$ cat config.mk
export PLATFORM = sky130hd
export DESIGN_NAME = pmod_ssd_capture
export DESIGN_NICKNAME = d
export VERILOG_FILES = /design/src/rtl/pmod_ssd_capture_pkg.sv /design/src/rtl/ssd_sync_settle.sv /design/src/rtl/pmod_ssd_capture.sv
export SDC_FILE = /design/constraint.sdc
export NUM_CORES = 1
export LEC_CHECK = 0
export BUFFER_PORTS_ARGS = -buffer_cell sky130_fd_sc_hd__buf_2
export CAP_MARGIN = 15
export CORE_ASPECT_RATIO = 1.4
export CORE_UTILIZATION = 54
export DETAILED_ROUTE_END_ITERATION = 16
export GPL_ROUTABILITY_DRIVEN = 0
export PLACE_DENSITY = 0.75
export RECOVER_POWER = 100
export SYNTH_ARGS = -nofsm -noshare
export SYNTH_HDL_FRONTEND = slang
export SYNTH_SLANG_ARGS = --single-unit
$ cat constraint.sdc
create_clock -name clk -period 2.1 [get_ports clk]
set_clock_uncertainty 0.15 [all_clocks]
set_input_delay 0.315 -clock clk [delete_from_list [all_inputs] [get_ports clk]]
set_output_delay 0.315 -clock clk [all_outputs]
set_load 0.05 [all_outputs]
$ cat src/rtl/pmod_ssd_capture_pkg.sv
// Shared character table for the PmodSSD display path, plus the types and lookups
// used by both the encode and decode directions.
package pmod_ssd_capture_pkg;

  typedef logic [6:0] seg_pattern_t;  // {AA,AB,AC,AD,AE,AF,AG}
  typedef logic [4:0] char_code_t;

  typedef struct packed {
    logic       hit;
    char_code_t code;
  } char_lookup_t;

  typedef enum logic [1:0] {
    ST_IDLE    = 2'd0,
    ST_SETTLE  = 2'd1,
    ST_CAPTURE = 2'd2,
    ST_DONE    = 2'd3
  } cap_state_e;

  localparam int NUM_CHARS = 32;

  // 0x1C ('S') and 0x1D ('O') alias 0x05 and 0x00; reverse lookup resolves them low.
  localparam seg_pattern_t CHAR_TABLE [NUM_CHARS] = '{
    7'b1111110, 7'b0110000, 7'b1101101, 7'b1111001,
    7'b0110011, 7'b1011011, 7'b1011111, 7'b1110000,
    7'b1111111, 7'b1111011, 7'b1110111, 7'b0011111,
    7'b1001110, 7'b0111101, 7'b1001111, 7'b1000111,
    7'b0110111, 7'b0001110, 7'b0010101, 7'b0011101,
    7'b1100111, 7'b0000101, 7'b0001111, 7'b0111110,
    7'b0111011, 7'b0000001, 7'b0001000, 7'b1000000,
    7'b1011011, 7'b1111110, 7'b0001101, 7'b0011100
  };

  function automatic seg_pattern_t char_to_seg(input char_code_t code);
    return CHAR_TABLE[code];
  endfunction

  // Scan from the top down so the lowest matching code is the one left standing.
  function automatic char_lookup_t seg_to_char(input seg_pattern_t pat);
    char_lookup_t r;
    r.hit  = 1'b0;
    r.code = '0;
    for (int i = NUM_CHARS - 1; i >= 0; i--) begin
      if (CHAR_TABLE[i] == pat) begin
        r.hit  = 1'b1;
        r.code = char_code_t'(i);
      end
    end
    return r;
  endfunction

endpackage

$ cat src/rtl/ssd_sync_settle.sv
// Synchronizes the eight PmodSSD lines, detects digit-select edges and tracks how
// long the segment pattern has been steady since the last edge or change.
import pmod_ssd_capture_pkg::*;

module ssd_sync_settle #(
  parameter int SETTLE_CYCLES = 16
) (
  input  logic         clk,
  input  logic         reset,
  input  seg_pattern_t seg_raw,
  input  logic         c_raw,
  output seg_pattern_t seg_sync,
  output logic         c_sync,
  output logic         c_edge,
  output logic         settled
);

  localparam int SC_W = (SETTLE_CYCLES > 2) ? $clog2(SETTLE_CYCLES) : 1;
  localparam logic [SC_W-1:0] SC_MAX  = SC_W'(SETTLE_CYCLES - 1);
  localparam logic [SC_W-1:0] SC_FIRE = SC_W'(SETTLE_CYCLES - 2);

  logic [7:0]      meta_q;
  logic [7:0]      sync_q;
  logic [7:0]      prev_q;
  logic [SC_W-1:0] stab_cnt;
  logic            stable;

  always_ff @(posedge clk or posedge reset) begin
    if (reset) begin
      meta_q   <= '0;
      sync_q   <= '0;
      prev_q   <= '0;
      stab_cnt <= '0;
    end else begin
      meta_q <= {seg_raw, c_raw};
      sync_q <= meta_q;
      prev_q <= sync_q;
      if (c_edge || !stable)
        stab_cnt <= '0;
      else if (stab_cnt != SC_MAX)
        stab_cnt <= stab_cnt + SC_W'(1);
    end
  end

  assign seg_sync = sync_q[7:1];
  assign c_sync   = sync_q[0];
  assign c_edge   = sync_q[0] ^ prev_q[0];
  assign stable   = (sync_q[7:1] == prev_q[7:1]);
  // High in the clk where stab_cnt is about to reach SETTLE_CYCLES-1, so the FSM
  // enters CAPTURE on the same edge the count completes.
  assign settled  = !c_edge && stable && (stab_cnt == SC_FIRE);

endmodule

$ cat src/rtl/pmod_ssd_capture.sv
// PmodSSD receive front end: waits for segments to settle after each digit-select
// edge, decodes them through the shared table and tracks pair validity / staleness.
import pmod_ssd_capture_pkg::*;

module pmod_ssd_capture #(
  parameter int SETTLE_CYCLES  = 16,
  parameter int TIMEOUT_CYCLES = 2_000_000,
  parameter int CNT_W          = 21
) (
  input  logic       clk,
  input  logic       reset,
  input  logic       SSD_AA,
  input  logic       SSD_AB,
  input  logic       SSD_AC,
  input  logic       SSD_AD,
  input  logic       SSD_AE,
  input  logic       SSD_AF,
  input  logic       SSD_AG,
  input  logic       SSD_C,
  output logic [4:0] digit0,
  output logic [4:0] digit1,
  output logic       digits_valid,
  output logic       decode_err,
  output logic       new_frame,
  output logic [1:0] fsm_state
);

  localparam logic [CNT_W-1:0] TO_MAX = CNT_W'(TIMEOUT_CYCLES);

  seg_pattern_t seg_sync;
  logic         c_sync;
  logic         c_edge;
  logic         settled;
  cap_state_e   state;
  cap_state_e   state_next;
  logic         capture;
  logic         slot_q;
  logic [1:0]   slot_seen;
  logic [CNT_W-1:0] to_cnt;
  logic         stale;
  logic         to_expire;
  logic         write_ok;
  char_lookup_t lookup;

  ssd_sync_settle #(
    .SETTLE_CYCLES(SETTLE_CYCLES)
  ) u_sync (
    .clk     (clk),
    .reset   (reset),
    .seg_raw ({SSD_AA, SSD_AB, SSD_AC, SSD_AD, SSD_AE, SSD_AF, SSD_AG}),
    .c_raw   (SSD_C),
    .seg_sync(seg_sync),
    .c_sync  (c_sync),
    .c_edge  (c_edge),
    .settled (settled)
  );

  always_ff @(posedge clk or posedge reset) begin
    if (reset) state <= ST_IDLE;
    else       state <= state_next;
  end

  // An edge always wins: it restarts SETTLE even in the clk a settle would complete.
  always_comb begin
    state_next = state;
    capture    = 1'b0;
    case (state)
      ST_IDLE: begin
        if (c_edge) state_next = ST_SETTLE;
      end
      ST_SETTLE: begin
        if (c_edge)       state_next = ST_SETTLE;
        else if (settled) state_next = ST_CAPTURE;
      end
      ST_CAPTURE: begin
        capture    = 1'b1;
        state_next = c_edge ? ST_SETTLE : ST_DONE;
      end
      ST_DONE: begin
        if (c_edge) state_next = ST_SETTLE;
      end
      default: state_next = ST_IDLE;
    endcase
  end

  assign lookup     = seg_to_char(seg_sync);
  assign write_ok   = capture && lookup.hit;
  assign decode_err = capture && !lookup.hit;
  assign new_frame  = write_ok && slot_q && slot_seen[0];

  // slot_q only moves on an edge, so a capture coinciding with an edge uses the old slot.
  always_ff @(posedge clk or posedge reset) begin
    if (reset) begin
      slot_q <= 1'b0;
      digit0 <= 5'h00;
      digit1 <= 5'h00;
    end else begin
      if (c_edge) slot_q <= c_sync;
      if (write_ok) begin
        if (slot_q) digit1 <= lookup.code;
        else        digit0 <= lookup.code;
      end
    end
  end

  assign to_expire = !c_edge && (to_cnt == TO_MAX - CNT_W'(1));

  always_ff @(posedge clk or posedge reset) begin
    if (reset) begin
      to_cnt    <= '0;
      stale     <= 1'b0;
      slot_seen <= 2'b00;
    end else begin
      if (c_edge) begin
        to_cnt <= '0;
        stale  <= 1'b0;
      end else if (to_cnt != TO_MAX) begin
        to_cnt <= to_cnt + CNT_W'(1);
        if (to_expire) stale <= 1'b1;
      end
      if (to_expire)     slot_seen         <= 2'b00;
      else if (write_ok) slot_seen[slot_q] <= 1'b1;
    end
  end

  assign digits_valid = slot_seen[0] && slot_seen[1] && !stale;
  assign fsm_state    = state;

endmodule

==> impl_metrics.json <==
{
  "r2r_setup_slack_ns": -0.40,
  "path_class": "reg2out",
  "viasPerCell": 5.645,
  "synth_fp_nets": 355,
  "syn_area_sq_um": 3476,
  "wire_per_inst_um": 15.69,
  "outcome": "finished, violations left",
  "ys.flop_type": "dfrtp_1",
  "synth_largest_area_cell": "dfrtp_1",
  "fmax_mhz": 363.0,
  "required_ns": 1.63,
  "ys_warn_count": 0,
  "grt_antenna_before_repair": 0,
  "grt_max_degree": 66,
  "hold_depth": 0,
  "register_area_sq_um": 1633,
  "fin_nets": 442,
  "finalSetupTns_ns": -4.679,
  "synth.avg_cell_area_sq_um": 10.28,
  "drv_slew": 0,
  "crit_fanout": 7,
  "endpoint_kind": "output pin",
  "numCtsBuffers": 9,
  "antenna_cells": 0,
  "async_reset_ff_frac": 1.000,
  "power_density_nw_per_um2": 702.9,
  "p_switching_mw": 0.9453,
  "die_h_um": 96.93,
  "postRouteAntennaNets": 0,
  "fill_cells": 473,
  "finalNonFillerCells": 502,
  "drt_iter0_markers": 98,
  "critPathLaunchType": "register",
  "clkSlewWorstSetupHoldPaths_ns": 0.06,
  "multi_input_area_sq_um": 1799,
  "drive_above_1_share": 0.3000,
  "cap_violations": 0,
  "grtUsageTotal": 0.2530,
  "yosysSeqAreaShare": 0.4680,
  "routed_wl_um": 7875,
  "synthTopCellsByCount": "dfrtp_1 (65), nor2_1 (32), xnor2_1 (22)",
  "grt_pass1_wl_um": 13420,
  "hold_start": "u_sync.meta_q[4]$_DFF_PP0_",
  "rows": 34,
  "crit-reg2reg-launch": "u_sync.sync_q[6]$_DFF_PP0_",
  "hp-class": "reg2reg",
  "worst_skew_pair.late_latency_ns": 0.35,
  "die_w_um": 69.81,
  "swShare": 0.3030,
  "tritoncts": "yes",
  "die_area_sq_um": 6766,
  "cts_root_buf": "clkbuf_8",
  "power_leakage_nw": 1.881,
  "portBuffers": 24,
  "vdd_drop_max_mv": 0.5004,
  "initial_core_util": 0.5596,
  "critPathArrivalTime_ns": 2.29,
  "coreArea_sq_um": 6211,
  "io_pins": 25,
  "place_area_sq_um": 4058,
  "violations": "setup timing",
  "drc": 0,
  "yosys-top-cells-area": "dfrtp_1 (47%), xnor2_1 (5.5%), nor2_1 (3.5%)",
  "clock_sinks": 65,
  "setup_viol": 12,
  "place_hpwl_um": 5486,
  "dr.pass1.iters": 4,
  "fin_ws_ns": -0.6547,
  "vias": 2834,
  "finalHoldViolations": 0,
  "ys_seq_elements": 65,
  "synth_cells": 338,
  "clkPwrFrac": 0.337,
  "whs_endpoint": "u_sync.sync_q[4]$_DFF_PP0_",
  "syn2layout_area_growth_pct": 27.72,
  "slew-limit-headroom": 0.3713,
  "rr_worst_depth": 7,
  "worst_slew_pin_slew_ns": 0.9430,
  "yosysMostFrequentCell": "dfrtp_1",
  "reg2reg_to": "digit0[1]$_DFFE_PP0P_",
  "grt_setup_unrepaired": "yes",
  "fin_crit_ns": 2.755,
  "synth_top_area_share": 0.4680,
  "fin_area_sq_um": 4439,
  "clk_path_buf_depth": 2,
  "grt.overflow.total": 0,
  "grt_pass1_vias": 2934,
  "synth_edf_count": 0,
  "pwr-share-comb": 0.212,
  "htreeDepth": 3,
  "power_frac_seq": 0.451,
  "dp_cells": 471,
  "ys_types": 57,
  "fin_crit_sh": 1.312,
  "internal_power_mw": 2.175
}
-- flip-flops by register name, indices dropped and copies added, names as in the netlist --
name	cells
digit0	5
digit1	5
fsm_state	2
slot_q	1
slot_seen	2
stale	1
to_cnt	21
u_sync.meta_q	8
u_sync.prev_q	8
u_sync.stab_cnt	4
u_sync.sync_q	8
-- worst max path at each step --
stage,endpoint,slack [ns],start,cells after the start
final,new_frame,-0.65,u_sync.sync_q[6]$_DFF_PP0_,7
after global placement,new_frame,-0.37,u_sync.sync_q[6]$_DFF_PP0_,7
after floorplan,new_frame,-0.24,u_sync.sync_q[6]$_DFF_PP0_,6
after detailed placement,digit0[0]$_DFFE_PP0P_,-0.40,u_sync.sync_q[6]$_DFF_PP0_,7
after global routing,new_frame,-0.70,u_sync.sync_q[6]$_DFF_PP0_,7
after CTS,new_frame,-0.63,u_sync.sync_q[6]$_DFF_PP0_,7
-- what timing repair did --
item	in CTS	in global routing
endpoints found under the setup margin	13	15
buffers inserted	3	3
endpoints found under the hold margin	73	0
pin swaps	9	5
hold buffers	9	0
resized for setup	19	8
-- cells by family (layout without fill, tap and decap cells) --
family                     Yosys count  after routing  share of synthesized area
and+or+nand+nor                    149            149                     0.2556
DFF                                 65             65                     0.4680
AOI/OAI and AO/OA                   42             42                    0.09216
xor gates and xnor gates            31             31                    0.07811
buffers and inverters               31            123                    0.04032
muxes                               11             11                    0.03492
adders and majority gates            9              9                    0.03096
-- cell usage in the layout (no fill, tap or decap), types with 4 or more instances in the layout --
cell	synthesis	routed
nor3_1	10	8
clkbuf_1	5	18
buf_4	1	52
dfrtp_2	0	5
buf_2	10	8
a21oi_1	10	9
inv_1	13	13
mux2_4	0	4
xnor2_1	22	21
nor2_1	32	32
nand4_1	12	12
dfrtp_1	65	60
xor2_1	9	9
or3_1	4	4
buf_6	1	4
and3_1	5	5
ha_1	7	7
nor4bb_1	4	4
or4b_2	4	4
nand4b_1	5	5
nor4_1	7	7
nand2_1	17	17
o21ai_0	8	8
mux2_2	9	5
nand3_1	15	15
clkbuf_8	0	10
dlygate4sd3_1	0	9
-- power groups by stage --
| stage | clock, mW | combinational [mW] | sequential [mW] |
|---|---|---|---|
| 5_1_grt | 1.12 | 0.718 | 1.42 |
| 3_3_place_gp | 0 | 0.588 | 1.42 |
| 6_report | 1.05 | 0.660 | 1.41 |
| 2_1_floorplan | 0 | 0.308 | 1.53 |
| 4_1_cts | 1.08 | 0.632 | 1.41 |
| 3_5_place_dp | 0 | 0.603 | 1.43 |
-- per-layer routing --
layer  global-route usage  routed length (um)  vias up  part of all wire
met5                    0                   0        -                 0
met4               0.1554                 376        0             0.048
met3              0.04792                 205       29             0.026
met2               0.4357                4257       58              0.54
met1               0.2845                3036     1363              0.39
li1                     -                   -     1384                 -
-- through the flow --
step / total power [mW] / util / hold WS, ns / setup slack [ns]
global route: 3.260 / 0.7147 / 0.2074 / -0.7030
global placement: 2.011 / 0.6533 / 0.1842 / -0.3710
finish: 3.120 / 0.7147 / 0.2011 / -0.6547
floorplan: 1.840 / - / 0.1812 / -0.2376
CTS: 3.115 / 0.7129 / 0.2024 / -0.6284
detailed placement: 2.032 / 0.6533 / 0.1878 / -0.3964
-- area by class of cell --
class,instances,share of cell area
inverter,13,0.01099
tap,72,0.02029
timing repair buffer,94,0.1514
clock buffer,11,0.03185
clock inverter,5,0.01240
multi-input combinational,242,0.4053
sequential,65,0.3678
-- critical path, cell delays in order, from the launching register on --
cell,delay [ns]
dfrtp_2,0.42
buf_4,0.13
or3b_1,0.34
a211o_1,0.31
and4_4,0.22
a41oi_4,0.23
and2_4,0.18
buf_8,0.14
Note: power is estimated with default switching activity, not from simulation.
